===== src/rtl/game_control.sv =====
// Duck-hunt game sequencer: drives the shared state bus, commands the dog
// animations and keeps the shot, hit, duck-count and fly-away bookkeeping.
module game_control #(
    parameter int DUCKS_PER_GAME = 10,
    parameter int SHOTS_PER_DUCK = 3,
    parameter int FLY_FRAMES     = 300,
    parameter int FLYAWAY_FRAMES = 90
) (
    input  logic       Clk,
    input  logic       Reset,
    input  logic       frame_clk,
    input  logic       start_btn,
    input  logic       trigger,
    input  logic       hit,
    input  logic       duck_landed,
    input  logic       dog_start,
    input  logic       dog_duck,
    output logic [2:0] state,
    output logic       new_duck,
    output logic [1:0] shots_left,
    output logic [3:0] ducks_hit,
    output logic [3:0] duck_num
);

    typedef enum logic [2:0] {
        S_TITLE     = 3'b000,
        S_MISS      = 3'b001,
        S_DOG_RESET = 3'b010,
        S_FLY       = 3'b011,
        S_FALL      = 3'b100,
        S_DOG_DUCK  = 3'b101,
        S_DOG_INTRO = 3'b110,
        S_GAME_OVER = 3'b111
    } state_t;

    typedef enum logic {
        NEXT_INTRO = 1'b0,
        NEXT_DUCK  = 1'b1
    } dog_next_t;

    localparam logic [3:0] DUCKS_LIM   = 4'(DUCKS_PER_GAME);
    localparam logic [1:0] SHOTS_LIM   = 2'(SHOTS_PER_DUCK);
    localparam logic [8:0] FLY_LIM     = 9'(FLY_FRAMES);
    localparam logic [8:0] FLYAWAY_LIM = 9'(FLYAWAY_FRAMES);

    logic      fc_q,         fc_d;
    logic      fe_q,         fe_d;
    logic      start_q,      start_d;
    logic      start_edge_q, start_edge_d;
    logic      trig_q,       trig_d;
    logic      trig_edge_q,  trig_edge_d;

    state_t    state_q,      state_d;
    dog_next_t dog_next_q,   dog_next_d;
    logic [1:0] shots_q,     shots_d;
    logic [3:0] ducks_hit_q, ducks_hit_d;
    logic [3:0] duck_num_q,  duck_num_d;
    logic [8:0] fly_timer_q, fly_timer_d;
    logic [8:0] miss_timer_q, miss_timer_d;
    logic       new_duck_q,  new_duck_d;

    logic       shot_s;
    logic       duck_done_s;
    logic       enter_fly_s;
    logic [8:0] fly_inc_s;
    logic [8:0] miss_inc_s;

    // Input edge detectors; each edge is itself registered so it is a clean one-cycle pulse.
    always_comb begin
        fc_d         = frame_clk;
        fe_d         = frame_clk & ~fc_q;
        start_d      = start_btn;
        start_edge_d = start_btn & ~start_q;
        trig_d       = trigger;
        trig_edge_d  = trigger & ~trig_q;
    end

    // Edge-detector flops.
    always_ff @(posedge Clk) begin
        if (Reset) begin
            fc_q         <= 1'b0;
            fe_q         <= 1'b0;
            start_q      <= 1'b0;
            start_edge_q <= 1'b0;
            trig_q       <= 1'b0;
            trig_edge_q  <= 1'b0;
        end else begin
            fc_q         <= fc_d;
            fe_q         <= fe_d;
            start_q      <= start_d;
            start_edge_q <= start_edge_d;
            trig_q       <= trig_d;
            trig_edge_q  <= trig_edge_d;
        end
    end

    // Next-state and bookkeeping for the game sequencer.
    always_comb begin
        state_d      = state_q;
        dog_next_d   = dog_next_q;
        shots_d      = shots_q;
        ducks_hit_d  = ducks_hit_q;
        duck_num_d   = duck_num_q;
        fly_timer_d  = fly_timer_q;
        miss_timer_d = miss_timer_q;
        new_duck_d   = 1'b0;
        duck_done_s  = 1'b0;
        enter_fly_s  = 1'b0;
        shot_s       = trig_edge_q && (shots_q != 2'd0);
        fly_inc_s    = fe_q ? (fly_timer_q + 9'd1) : fly_timer_q;
        miss_inc_s   = fe_q ? (miss_timer_q + 9'd1) : miss_timer_q;

        case (state_q)
            S_TITLE: begin
                if (start_edge_q) begin
                    state_d      = S_DOG_RESET;
                    dog_next_d   = NEXT_INTRO;
                    ducks_hit_d  = 4'd0;
                    duck_num_d   = 4'd0;
                    fly_timer_d  = 9'd0;
                    miss_timer_d = 9'd0;
                end else begin
                    state_d = S_TITLE;
                end
            end
            S_DOG_RESET: begin
                if (dog_next_q == NEXT_INTRO) begin
                    state_d = S_DOG_INTRO;
                end else begin
                    state_d = S_DOG_DUCK;
                end
            end
            S_DOG_INTRO: begin
                if (dog_start) begin
                    enter_fly_s = 1'b1;
                end else begin
                    state_d = S_DOG_INTRO;
                end
            end
            S_FLY: begin
                if (shot_s) begin
                    shots_d = shots_q - 2'd1;
                end else begin
                    shots_d = shots_q;
                end
                fly_timer_d = fly_inc_s;
                // A hit always wins, even against the last shell or the timeout.
                if (hit) begin
                    ducks_hit_d = (ducks_hit_q == 4'd15) ? 4'd15 : (ducks_hit_q + 4'd1);
                    state_d     = S_FALL;
                end else if (shot_s && (shots_q == 2'd1)) begin
                    state_d      = S_MISS;
                    miss_timer_d = 9'd0;
                end else if (fly_inc_s == FLY_LIM) begin
                    state_d      = S_MISS;
                    miss_timer_d = 9'd0;
                end else begin
                    state_d = S_FLY;
                end
            end
            S_FALL: begin
                if (duck_landed) begin
                    state_d    = S_DOG_RESET;
                    dog_next_d = NEXT_DUCK;
                end else begin
                    state_d = S_FALL;
                end
            end
            S_DOG_DUCK: begin
                if (dog_duck) begin
                    duck_done_s = 1'b1;
                end else begin
                    state_d = S_DOG_DUCK;
                end
            end
            S_MISS: begin
                miss_timer_d = miss_inc_s;
                if (miss_inc_s == FLYAWAY_LIM) begin
                    duck_done_s = 1'b1;
                end else begin
                    state_d = S_MISS;
                end
            end
            S_GAME_OVER: begin
                if (start_edge_q) begin
                    state_d      = S_DOG_RESET;
                    dog_next_d   = NEXT_INTRO;
                    ducks_hit_d  = 4'd0;
                    duck_num_d   = 4'd0;
                    fly_timer_d  = 9'd0;
                    miss_timer_d = 9'd0;
                end else begin
                    state_d = S_GAME_OVER;
                end
            end
            default: begin
                state_d = S_TITLE;
            end
        endcase

        if (duck_done_s) begin
            duck_num_d = duck_num_q + 4'd1;
            if (duck_num_d == DUCKS_LIM) begin
                state_d = S_GAME_OVER;
            end else begin
                enter_fly_s = 1'b1;
            end
        end else begin
            duck_num_d = duck_num_d;
        end

        // Every entry into FLY reloads the shells and restarts the flight clock.
        if (enter_fly_s) begin
            state_d     = S_FLY;
            shots_d     = SHOTS_LIM;
            fly_timer_d = 9'd0;
            new_duck_d  = 1'b1;
        end else begin
            new_duck_d = 1'b0;
        end
    end

    // Sequencer state and counter flops.
    always_ff @(posedge Clk) begin
        if (Reset) begin
            state_q      <= S_TITLE;
            dog_next_q   <= NEXT_INTRO;
            shots_q      <= 2'd0;
            ducks_hit_q  <= 4'd0;
            duck_num_q   <= 4'd0;
            fly_timer_q  <= 9'd0;
            miss_timer_q <= 9'd0;
            new_duck_q   <= 1'b0;
        end else begin
            state_q      <= state_d;
            dog_next_q   <= dog_next_d;
            shots_q      <= shots_d;
            ducks_hit_q  <= ducks_hit_d;
            duck_num_q   <= duck_num_d;
            fly_timer_q  <= fly_timer_d;
            miss_timer_q <= miss_timer_d;
            new_duck_q   <= new_duck_d;
        end
    end

    assign state      = state_q;
    assign new_duck   = new_duck_q;
    assign shots_left = shots_q;
    assign ducks_hit  = ducks_hit_q;
    assign duck_num   = duck_num_q;

endmodule


===== config.mk =====
export PLATFORM = sky130hd
export DESIGN_NAME = game_control
export DESIGN_NICKNAME = d
export VERILOG_FILES = /design/src/rtl/game_control.sv
export SDC_FILE = /design/constraint.sdc
export NUM_CORES = 1
export LEC_CHECK = 0
export ABC_AREA = 0
export BUFFER_PORTS_ARGS = -buffer_cell sky130_fd_sc_hd__buf_2
export CORE_MARGIN = 3
export CORE_UTILIZATION = 55
export CTS_BUF_LIST = sky130_fd_sc_hd__clkbuf_8
export CTS_CLUSTER_DIAMETER = 30
export DETAILED_ROUTE_END_ITERATION = 10
export PLACE_DENSITY = 0.8
export SYNTH_ARGS = -nofsm -noshare
export SYNTH_HDL_FRONTEND = slang
export SYNTH_SLANG_ARGS = --single-unit

===== constraint.sdc =====
create_clock -name Clk -period 1.95 [get_ports Clk]
set_input_delay 0.195 -clock Clk [delete_from_list [all_inputs] [get_ports Clk]]
set_output_delay 0.195 -clock Clk [all_outputs]
set_load 0.1 [all_outputs]

==> key figures <==
Logic synthesis
  • Net Count, Synth: 301
  • Post-synthesis sequential area ratio: 33.5%
  • Syn Inst Count: 285
  • EDFF count, synth: 0
  • Count leader, synth: dfxtp_1
  • Post-synth cell types: 56
  • Syn Area/Cell: 8.17 um^2
  • Synth top cells by count: dfxtp_1 (39), a21oi_1 (23), nor2_1 (23), nand2_1 (20), o21ai_0 (18)
  • Synth top area share: 33.5%
  • Flops & latches, synth: 39
  • Main synth FF type: dfxtp_1
  • Total number of yosys warnings: 0
  • Area leader, netlist: dfxtp_1
  • Syn Std Cell Area: 2330 um^2
  • Post-synth ARST share: 0%
  • Synth top area cells: dfxtp_1 (34%), a21oi_1 (4.9%), o21ai_0 (3.9%)

Min path
  • Hold Path Class: in -> reg

Timing
  • Worst-Margin Slew: 0.797 ns
  • Final period utilization: 111%
  • Final setup fails: 18
  • PnR worst setup slack: -0.207 ns
  • Min Tclk post-route: 2.16 ns
  • Fmax: 464 MHz
  • Slew Viols, Final: 0
  • Hold Violations, Final: 0
  • Worst rel slew slack: 46.8%
  • RSZ-0062 raised after global routing: yes
  • Clk_skew: 0.0117 ns

Final layout
  • Share of the core filled with cells: 79.5%
  • Ant diodes: 0
  • Final Cell Area: 3200 um^2
  • Final net count: 368
  • Multi-input logic area: 1640 um^2
  • Syn-to-layout area delta: 37.6%
  • Share of cells above drive strength 1: 39.1%
  • Filler Cells Inserted: 252
  • Reg area: 807 um^2

Critical path
  • Element type at the critical path end: flop
  • Critical path arrival: 2.33 ns
  • WP data required: 2.12 ns
  • CP Max Fanout: 4
  • Worst setup path class: reg -> reg
  • Critical Path Source Type: flop

Clock network
  • H-Tree Depth: 2
  • Clock sink total: 39
  • Clock Tree Root: clkbuf_8
  • Worst-path clk slew: 0.07 ns
  • Total CTS buffers: 5
  • Clock Tree Buf Depth: 2
  • Hold buffers post-CTS: 0
  • Clk_lat worst skew: 0.31 ns
  • CTS tree: yes

Power and ir drop
  • Seq pwr share: 46.3%
  • Max VDD drop: 0.000594 V
  • Sw Share: 27.0%
  • Leakage power: 1.21 nW
  • Switching power total: 0.484 mW
  • Clk pwr share: 40.0%
  • Combinational cell fraction of total power: 13.6%
  • Power density over the cells: 559 nW/um^2
  • Internal power: 1.31 mW
  • Power, Total: 1.79 mW

Routing
  • 1st-pass router iterations: 8
  • Final wirelength: 7350 um
  • Drt via density: 6.56
  • Post-DRT Antenna Nets: 0
  • Via count: 2643
  • Drt first-iter violations: 213
  • Avg WL per Cell: 18.2 um
  • DRC violations left: 0

Place
  • Place WS: -0.148 ns
  • GPL Wtd Cong: 0.860
  • Cell Area, Placed: 2780 um^2
  • Post-DP HPWL: 4140 um
  • PortBufs: 22

GRT
  • Largest net degree at the start of global routing: 14
  • Number of global-route vias before repair: 2337
  • Congestion Overflow GR: 0
  • Initial antenna violation count: 0
  • All-Layer GR Usage: 26.3%
  • First-pass GRT wire length: 10700 um

Floorplanning
  • Die X: 71.1 um
  • IO Pins: 23
  • CORE AREA: 4030 um^2
  • Die Area: 5050 um^2
  • Std-Cell Rows: 23
  • Die Span Y: 71.1 um
  • Effective utilization at floorplan: 57.8%

Job
  • Max-Cap Viols: 0

Outcome
  • Violated checks: setup timing
  • Status: complete, but fails checks
-- per-layer routing --
layer | GRT usage (%) | up-vias | wire [um]
met5 | 0 | - | 0
met4 | 13.2 | 0 | 450
met3 | 4.97 | 55 | 571
met2 | 45.5 | 172 | 3540
met1 | 30.9 | 1223 | 2790
li1 | - | 1193 | -
-- cell usage in the layout, fill, tap and decap left out, types with 3 or more instances in the layout --
cell type	instances
a21oi_1	22
o21ai_0	15
a41oi_1	3
nor2b_1	8
buf_4	48
o21bai_1	3
nand2b_1	5
nor2_1	22
dfxtp_1	26
o21a_1	4
o211ai_1	5
o21ai_2	5
a211oi_1	7
dfxtp_4	4
buf_6	6
ha_1	5
inv_1	10
clkbuf_8	6
nand4b_1	4
nand3b_1	3
nand4_1	8
mux2i_1	3
buf_2	22
xnor2_1	5
nand2_1	19
dfxtp_2	9
a31oi_1	7
nand3_2	3
nand3_1	5
-- registers in the layout, summed over array words and instances (netlist names) --
name and flops:
dog_next_q 1, state 3, trig_edge_q 1, duck_num 4
shots_left 2, miss_timer_q 9, start_q 1, fe_q 1
fc_q 1, ducks_hit 4, fly_timer_q 9, trig_q 1
start_edge_q 1, new_duck 1
-- cell families after synthesis --
family	Yosys count	share of synthesized area, %
buf+inv	27	4.68
compound gates	88	24.8
flops	39	33.5
xor+xnor	10	3.76
mux	6	2.74
fa+ha+maj	7	3.76
simple gates	108	26.8
-- worst max-delay path, cell delays in order, from the launching register on --
cell and delay [ns]:
dfxtp_4 0.36, ha_4 0.17, buf_4 0.14, nor4_4 0.33, o311ai_4 0.16, or4_4 0.50, a21oi_2 0.27, a21oi_1 0.10
-- path summary, 6_finish.rpt --
| kind | start | endpoint | slack, ns | cells after the start |
|---|---|---|---|---|
| setup / recovery | miss_timer_q[0] | fly_timer_q[7] | -0.21 | 7 |
| hold reg to reg | fc_q | fe_q | 0.38 | 1 |
| hold / removal | start_btn | start_q | 0.14 | 2 |
| setup reg to reg | miss_timer_q[0] | fly_timer_q[7] | -0.21 | 7 |
-- per-stage QoR --
stage | hold WS [ns] | TNS (ns) | instances
2_1_floorplan | 0.274 | -0.837 | 285
3_3_place_gp | 0.371 | -0.802 | 383
3_5_place_dp | 0.377 | -1.96 | 383
4_1_cts | 0.142 | -0.538 | 396
5_1_grt | 0.169 | -4.27 | 403
6_report | 0.139 | -2.82 | 403
-- power groups by stage --
stage / clock network (mW) / logic [mW] / registers, mW
floorplan: 0 / 0.120 / 0.890
global placement: 0 / 0.223 / 0.849
detailed placement: 0 / 0.228 / 0.850
CTS: 0.713 / 0.232 / 0.831
global route: 0.745 / 0.259 / 0.833
finish: 0.718 / 0.244 / 0.830
-- area by class of cell --
cell class                      count  area share (%)
Clock inverter                      2            1.09
Inverter                           10            1.17
Clock buffer                        6            2.58
Multi-Input combinational cell    220            51.2
Sequential cell                    39            25.2
Timing Repair Buffer               76            16.8
Tap cell                           50            1.95
-- repair_timing --
action / CTS / global route
endpoints found under the setup margin: 25 / 27
pin swaps: 5 / 15
setup buffers: 4 / 8
gates resized for setup: 17 / 33
cloned: 1 / 0
(Power assumes the default switching activity.)
